==> src/rtl/fetch_unit.sv <==
// Instruction fetch unit: walks a 16-bit program counter, requests one word at a
// time from instruction memory, holds it for the decode stage until consumed,
// and raises a sticky error if memory never answers. A redirect from execute
// overrides everything except the initial IDLE cycle.
module fetch_unit #(
  parameter logic [15:0] RESET_PC   = 16'h0000,
  parameter int          WAIT_LIMIT = 15
) (
  input  logic        clock,
  input  logic        rst,
  output logic [15:0] imem_addr,
  output logic        imem_req,
  input  logic        imem_ack,
  input  logic [15:0] imem_data,
  input  logic        jump,
  input  logic [15:0] jump_addr,
  input  logic        stall,
  output logic [15:0] instr,
  output logic [15:0] instr_pc,
  output logic        instr_valid,
  output logic        fetch_err
);

  // Counter only needs to reach WAIT_LIMIT; keep at least one bit when disabled.
  localparam int          CW       = (WAIT_LIMIT > 0) ? $clog2(WAIT_LIMIT + 1) : 1;
  localparam logic [CW-1:0] WAIT_MAX = CW'(WAIT_LIMIT);
  localparam bit          TIMEOUT_EN = (WAIT_LIMIT > 0);

  typedef enum logic [1:0] {
    IDLE  = 2'd0,
    FETCH = 2'd1,
    HOLD  = 2'd2,
    ERR   = 2'd3
  } state_t;

  state_t          state_q, state_d;
  logic [15:0]     pc_q, pc_d;
  logic [15:0]     instr_q, instr_d;
  logic [15:0]     instr_pc_q, instr_pc_d;
  logic [CW-1:0]   wait_cnt_q, wait_cnt_d;

  // State register; reset takes effect immediately, independent of the clock.
  always_ff @(posedge clock or posedge rst) begin
    if (rst) begin
      state_q    <= IDLE;
      pc_q       <= RESET_PC;
      instr_q    <= 16'h0000;
      instr_pc_q <= 16'h0000;
      wait_cnt_q <= '0;
    end else begin
      state_q    <= state_d;
      pc_q       <= pc_d;
      instr_q    <= instr_d;
      instr_pc_q <= instr_pc_d;
      wait_cnt_q <= wait_cnt_d;
    end
  end

  // Next-state logic: a redirect outside IDLE beats capture, stall and timeout.
  always_comb begin
    state_d    = state_q;
    pc_d       = pc_q;
    instr_d    = instr_q;
    instr_pc_d = instr_pc_q;
    wait_cnt_d = wait_cnt_q;

    if (jump && (state_q != IDLE)) begin
      // Any in-flight data or held word is dropped; the error flag clears.
      pc_d       = jump_addr;
      wait_cnt_d = '0;
      state_d    = FETCH;
    end else begin
      unique case (state_q)
        IDLE: begin
          state_d = FETCH;
        end
        FETCH: begin
          if (imem_ack) begin
            instr_d    = imem_data;
            instr_pc_d = pc_q;
            pc_d       = pc_q + 16'd1;   // wraps 16'hFFFF -> 16'h0000
            wait_cnt_d = '0;
            state_d    = HOLD;
          end else if (TIMEOUT_EN) begin
            if (wait_cnt_q == WAIT_MAX) begin
              state_d = ERR;
            end else begin
              wait_cnt_d = wait_cnt_q + CW'(1);
            end
          end
        end
        HOLD: begin
          if (!stall) begin
            state_d = FETCH;
          end
        end
        ERR: begin
          state_d = ERR;                 // pc frozen until redirect or reset
        end
        default: begin
          state_d = IDLE;
        end
      endcase
    end
  end

  // Outputs are pure decodes of the registered state, so they follow reset at once.
  always_comb begin
    imem_addr   = pc_q;
    imem_req    = (state_q == FETCH);
    instr_valid = (state_q == HOLD);
    fetch_err   = (state_q == ERR);
    instr       = instr_q;
    instr_pc    = instr_pc_q;
  end

endmodule

==> config.mk <==
export PLATFORM = sky130hd
export DESIGN_NAME = fetch_unit
export DESIGN_NICKNAME = d
export VERILOG_FILES = /design/src/rtl/fetch_unit.sv
export SDC_FILE = /design/constraint.sdc
export NUM_CORES = 1
export LEC_CHECK = 0
export CORE_ASPECT_RATIO = 2
export CORE_MARGIN = 3
export CORE_UTILIZATION = 49
export DETAILED_ROUTE_END_ITERATION = 12
export GPL_TIMING_DRIVEN = 0
export PLACE_DENSITY = 0.88
export REMOVE_ABC_BUFFERS = 1
export SLEW_MARGIN = 20
export SYNTH_ARGS = -nofsm -noshare
export SYNTH_HDL_FRONTEND = slang
export SYNTH_SLANG_ARGS = --single-unit
==> constraint.sdc <==
create_clock -name clock -period 5.2 [get_ports clock]
set_clock_uncertainty 0.15 [all_clocks]
set_input_delay 0.52 -clock clock [delete_from_list [all_inputs] [get_ports clock]]
set_output_delay 0.52 -clock clock [all_outputs]
set_load 0.01 [all_outputs]
==> reports/summary.txt, run 1 <==
power per cell area: 366 mW/mm²
status: finished, final reports clean
Crit. End Element: flop
Initial DRC Count: 122
num ports: 88
Hold WC Path Type: flop to flop
core box area: 0.00514 mm²
CP Launch Type: primary input
CP arrival: 2.92 ns
number of antenna violations at the first check in global routing: 0
CTS Root Cell: clkbuf_8
post-route cell area: 0.00366 mm²
Clk Latency, worst-skew pair: 0.31 ns
GR Util met1: 26.0%
H-Tree Depth: 2
top-count cell post-synth: nand2_1
Clock Sink Count: 54
Post-synth EDFFs: 0
# DRC: 0
largest net degree at the start of global routing: 32
fin crit period: 2.83 ns
wire length per cell: 16.0 µm
Initial DRT Pass Iterations: 4
worst slew pin tran: 0.916 ns
final setup vio count: 0
final core occ: 71.2%
WS Path Type: primary input to flop
max-slew violation total from the final report: 0
gr usage total: 23.4%
YS warnings: 0
dpl ws: 2.04 ns
CTS tree: yes
total congestion overflow: 0
Synth Cell Area: 0.00261 mm²
unrepaired setup endpoints after global routing: false
Max clock buf depth: 2
Yosys reg bits: 54
Synth area leader: dfrtp_1
Vias: 2422
setup ws final: 2.37 ns
Pleak: 1.64 nW
final hold vios: 0
Synth top area share: 51.8%
top cells by count, synth: 106 x nand2_1, 54 x dfrtp_1, 14 x a21oi_1
Syn Area/Cell: 8.81 µm²
max_slew headroom: 38.9%
CTS Hold Bufs: 0
ANT nets after route: 0
sequential fraction of the synthesis area: 51.8%
FFs w/ async S/R, synth: 100%
vias per cell: 5.58
most used routing layer: met2
Post-layout nets: 414
Die Wd: 57.6 µm
dominant cells by area after synthesis: dfrtp_1 52%, nand2_1 15%, a21oi_1 2.7%
Final HPWL DP: 5200 µm
gpl congestion: 0.833
post-CTS sizing: 0
Main synth FF type: dfrtp_1
port bufs: 87
Setup Buffers After CTS: 0
Required @ worst endpoint: 5.29 ns
CTS clk-pin slew, worst paths: 0.09 ns
n_diodes: 0
chip height: 109 µm
crit-path max FO: 20
FMAX: 354 MHz
first-pass GRT wire length: 11400 µm
die area: 0.00629 mm²
Maximum Capacitance Violations: 0
TritonCTS Buffers: 5
Worst IR Drop VDD: 0.000351 V
Starting Density: 50.8%
M2 GR Usage: 43.1%
layout cells sized above 1: 5.32%
grt met3 use: 4.15%
Area after DPL: 0.00355 mm²
number of global-route vias before repair: 2394
period utilization: 54.4%
gate count of the mapped netlist: 296
# rows: 37
area delta synth->final: 40.2%
final wirelength: 6950 µm
Distinct cells, synth: 50
[registers in the layout (all words and copies together), names as in the netlist]
signal	count
instr	16
instr_pc	16
state_q	2
wait_cnt_q	4
imem_addr	16
[power by group]
group / leakage [nW] / switching [W] / total, W / internal, W
sequential: 0.663 / 0.0000926 / 0.000603 / 0.000511
clock: 0.0524 / 0.000137 / 0.000281 / 0.000144
combinational: 0.929 / 0.000201 / 0.000453 / 0.000252
total: 1.64 / 0.000430 / 0.00134 / 0.000907
[stage by stage]
step | power [W] | setup TNS, ns | hold WS (ns) | cells
floorplan | 0.000785 | 0 | 0.344 | 277
global placement | 0.00104 | -26.87 | 0.307 | 422
detailed placement | 0.00107 | 0 | 0.312 | 426
CTS | 0.00135 | 0 | 0.335 | 434
global route | 0.00142 | 0 | 0.361 | 434
finish | 0.00134 | 0 | 0.328 | 434
[critical path: stages]
cell             delay [ns]
clkdlybuf4s50_1        0.70
nand3b_1               0.72
buf_16                 0.38
or4_1                  0.51
nand3_1                0.08
[metal layers]
layer  wire length, µm  vias up
li1                  -     1174
met1              2530     1160
met2              3970       78
met3               332       10
met4               116        0
met5                 0        -
[cell type report]
type / instances / area [µm²]
clock buffer: 7 / 76.3
clock inverter: 1 / 30.0
fill: 403 / 1480
inverter: 5 / 18.8
multi-input combinational: 218 / 1160
sequential: 54 / 1350
tap: 58 / 72.6
timing repair buffer: 91 / 945
[cells in the final DEF (no fill, tap or decap), drive strengths merged, types with 2 or more instances in the layout]
master,synthesis,layout
a21o,3,3
a21oi,14,14
a22oi,3,3
a2bb2oi,2,2
a311oi,3,3
a31oi,2,2
a32o,2,2
and3,2,2
and4,2,2
buf,13,4
clkbuf,6,7
clkdlybuf4s50,0,87
dfrtp,54,54
ha,2,2
inv,5,5
nand2,106,106
nand3,11,11
nand3b,3,3
nand4,3,3
nor2,8,8
nor2b,3,3
nor3,4,4
nor4,2,2
o21ai,13,13
o22ai,5,5
o31a,2,2
o31ai,3,3
or2,3,3
[cells by family (layout without fill, tap and decap cells)]
| logic type | Yosys count | in the layout | synth area share (%) |
|---|---|---|---|
| and+or+nand+nor | 154 | 154 | 27.1 |
| AOI/OAI and AO/OA | 59 | 59 | 14.8 |
| DFF | 54 | 54 | 51.8 |
| buffers and inverters | 24 | 104 | 4.27 |
| adders and majority gates | 2 | 2 | 0.959 |
| xor gates and xnor gates | 2 | 2 | 0.672 |
| muxes | 1 | 1 | 0.384 |
[worst paths after layout]
check                           startpoint           end  slack (ns)  cells past startpoint
min in group asynchronous              rst      instr[3]        0.42                      2
max in group asynchronous              rst      instr[2]        3.93                      3
worst min-delay path              instr[3]      instr[3]        0.33                      2
worst max-delay path                  jump  imem_addr[9]        2.37                      5
worst min register to register    instr[3]      instr[3]        0.33                      2
worst max register to register  state_q[0]  imem_addr[9]        2.65                      5
Power figures use the tool's default switching activity.
==> inputs of run 2 (changes only) <==
CORE_UTILIZATION = 46   (was 49)
PLACE_DENSITY = 0.84   (was 0.88)
clock period = 2.81 ns   (was 5.2 ns; I/O delays follow)
==> run 2 against run 1 <==
Register-to-register slack worse by 2.2 ns. Utilization decreased by 5.3 points. Wire length fell by 3.9%. Non-clock buffer count decreased by 1. Critical path type unchanged. Worst hold slack worse by 0.040 ns. Largest cell class unchanged. Total power up 77%.
==> reports/summary.txt, run 2 (synthesis results as in run 1) <==
H-Tree Depth: 2 (unchanged)
die area: 0.00667 mm² (+6.0%)
crit-path max FO: 17 (-15%)
area delta synth->final: 38.1%
commonest non-fill, non-tap cells in the layout: 106 x nand2_1, 87 x clkdlybuf4s50_1, 54 x dfrtp_1, 14 x a21oi_1, 12 x o21ai_0
# DRC: 0 (unchanged)
Hold WC Path Type: primary input to async pin
fin cells: 435 (+0.23%)
number of antenna violations at the first check in global routing: 0 (unchanged)
CTS Root Cell: clkbuf_8
final hold vios: 0 (unchanged)
setup total negative slack: 0 ns (unchanged)
Clock Sink Count: 54 (unchanged)
status: finished, final reports clean
Initial DRC Count: 124 (+1.6%)
Setup Buffers After CTS: 0 (unchanged)
Die Wd: 59.3 µm (+2.9%)
largest net degree at the start of global routing: 55 (+72%)
num ports: 88 (unchanged)
final setup vio count: 0 (unchanged)
crit-path cells: clkdlybuf4s50_1, nand3b_1, or4_1, nand3_1
CTS clk-pin slew, worst paths: 0.09 ns (about the same)
Crit. End Element: flop
worst slew pin tran: 0.974 ns (+0.0576 ns)
Maximum Capacitance Violations: 0 (unchanged)
power per cell area: 657 mW/mm² (+80%)
vias per cell: 5.50 (-1.4%)
Final HPWL DP: 4860 µm (-6.5%)
period utilization: 86.2%
Vias: 2393 (-1.2%)
# rows: 38 (+2.7%)
TritonCTS Buffers: 5 (unchanged)
port bufs: 87 (unchanged)
wire length per cell: 15.4 µm (-4.1%)
gr usage total: 21.1% (-2.3 points)
max_slew headroom: 35.1% (-3.8 points)
CTS Hold Bufs: 0 (unchanged)
Pleak: 1.62 nW (-1.5%)
post-CTS sizing: 0 (unchanged)
CTS tree: yes
ANT nets after route: 0 (unchanged)
chip height: 113 µm (+3.0%)
Post-layout nets: 413 (-0.24%)
Max clock buf depth: 2 (unchanged)
FMAX: 413 MHz
Initial DRT Pass Iterations: 4 (unchanged)
setup ws final: 0.387 ns (-1.99 ns)
Required @ worst endpoint: 2.91 ns (-2.38 ns)
Clk Latency, worst-skew pair: 0.31 ns (about the same)
Starting Density: 47.7% (-3.1 points)
Bufs and invs on worst path: 1 (-1)
placed cell count: 427 (+0.23%)
Fillers: 433 (+7.4%)
Worst R2R Setup Slack: 0.43 ns (-2.22 ns)
CP Launch Type: primary input
WS Path Type: primary input to flop
unrepaired setup endpoints after global routing: false
n_diodes: 0 (unchanged)
gpl congestion: 0.815 (-2.1%)
CP delay by family, top: simple AND/OR/NAND/NOR gates
layout cells sized above 1: 5.33% (+0.014 points)
total congestion overflow: 0 (unchanged)
Largest stage delay, worst path: 0.76 ns (+0.04 ns)
number of global-route vias before repair: 2310 (-3.5%)
slowest CP cell: nand3b_1
Worst IR Drop VDD: 0.000528 V (+51%)
max-slew violation total from the final report: 0 (unchanged)
dpl ws: 0.0950 ns (-1.95 ns)
core box area: 0.00547 mm² (+6.4%)
most common cell after layout, fill and taps aside: nand2_1
final wirelength: 6680 µm (-3.9%)
fin crit period: 2.42 ns
first-pass GRT wire length: 11000 µm (-3.5%)
CP arrival: 2.52 ns (-0.40 ns)
==> run 2: final cells by class <==
| class | count | area (µm²) | share of cell area, % |
|---|---|---|---|
| flip-flops and latches | 54 | 1350 | 37.5 |
| multi-input cells | 218 | 1160 | 32.3 |
| clock inverters | 2 | 13.8 | 0.382 |
| clock buffers | 6 | 72.6 | 2.01 |
| inverters | 5 | 21.3 | 0.590 |
| well taps | 60 | 75.1 | 2.08 |
| repair buffers | 90 | 905 | 25.1 |
==> run 2: worst paths after layout <==
path / depth (start not counted) / from / endpoint
setup / recovery: 4 / jump / imem_addr[9]
hold / removal: 2 / rst / instr[10]
setup reg to reg: 4 / state_q[0] / imem_addr[9]
min in group clock: 2 / instr[12] / instr[12]
max in group asynchronous: 2 / rst / imem_addr[1]
hold reg to reg: 2 / instr[12] / instr[12]
==> run 2: metrics by stage <==
| step | power (W) | hold slack [ns] | util (%) | instance area (µm²) |
|---|---|---|---|---|
| after CTS | 0.00239 | 0.301 | 65.9 | 3600 |
| after floorplan | 0.00145 | 0.194 | - | 2520 |
| after detailed placement | 0.00196 | 0.311 | 64.3 | 3520 |
| after global routing | 0.00252 | 0.336 | 65.9 | 3600 |
| after global placement | 0.00192 | 0.307 | 63.3 | 3460 |
| final | 0.00237 | 0.287 | 65.9 | 3600 |
==> run 2: report_power, final <==
| group | leakage [nW] | internal, W | switching [W] | total (W) |
|---|---|---|---|---|
| sequential | 0.663 | 0.000945 | 0.000175 | 0.00112 |
| combinational | 0.912 | 0.000460 | 0.000358 | 0.000817 |
| clock | 0.0452 | 0.000177 | 0.000255 | 0.000431 |
| total | 1.62 | 0.00158 | 0.000787 | 0.00237 |
==> run 2: per-layer routing <==
layer	up-vias	part of all wire [%]	track usage [%]
li1	1170	-	-
met4	0	3.8	8.93
met1	1124	39	26.1
met3	23	4.6	3.80
met2	76	52	34.9
met5	-	0	0
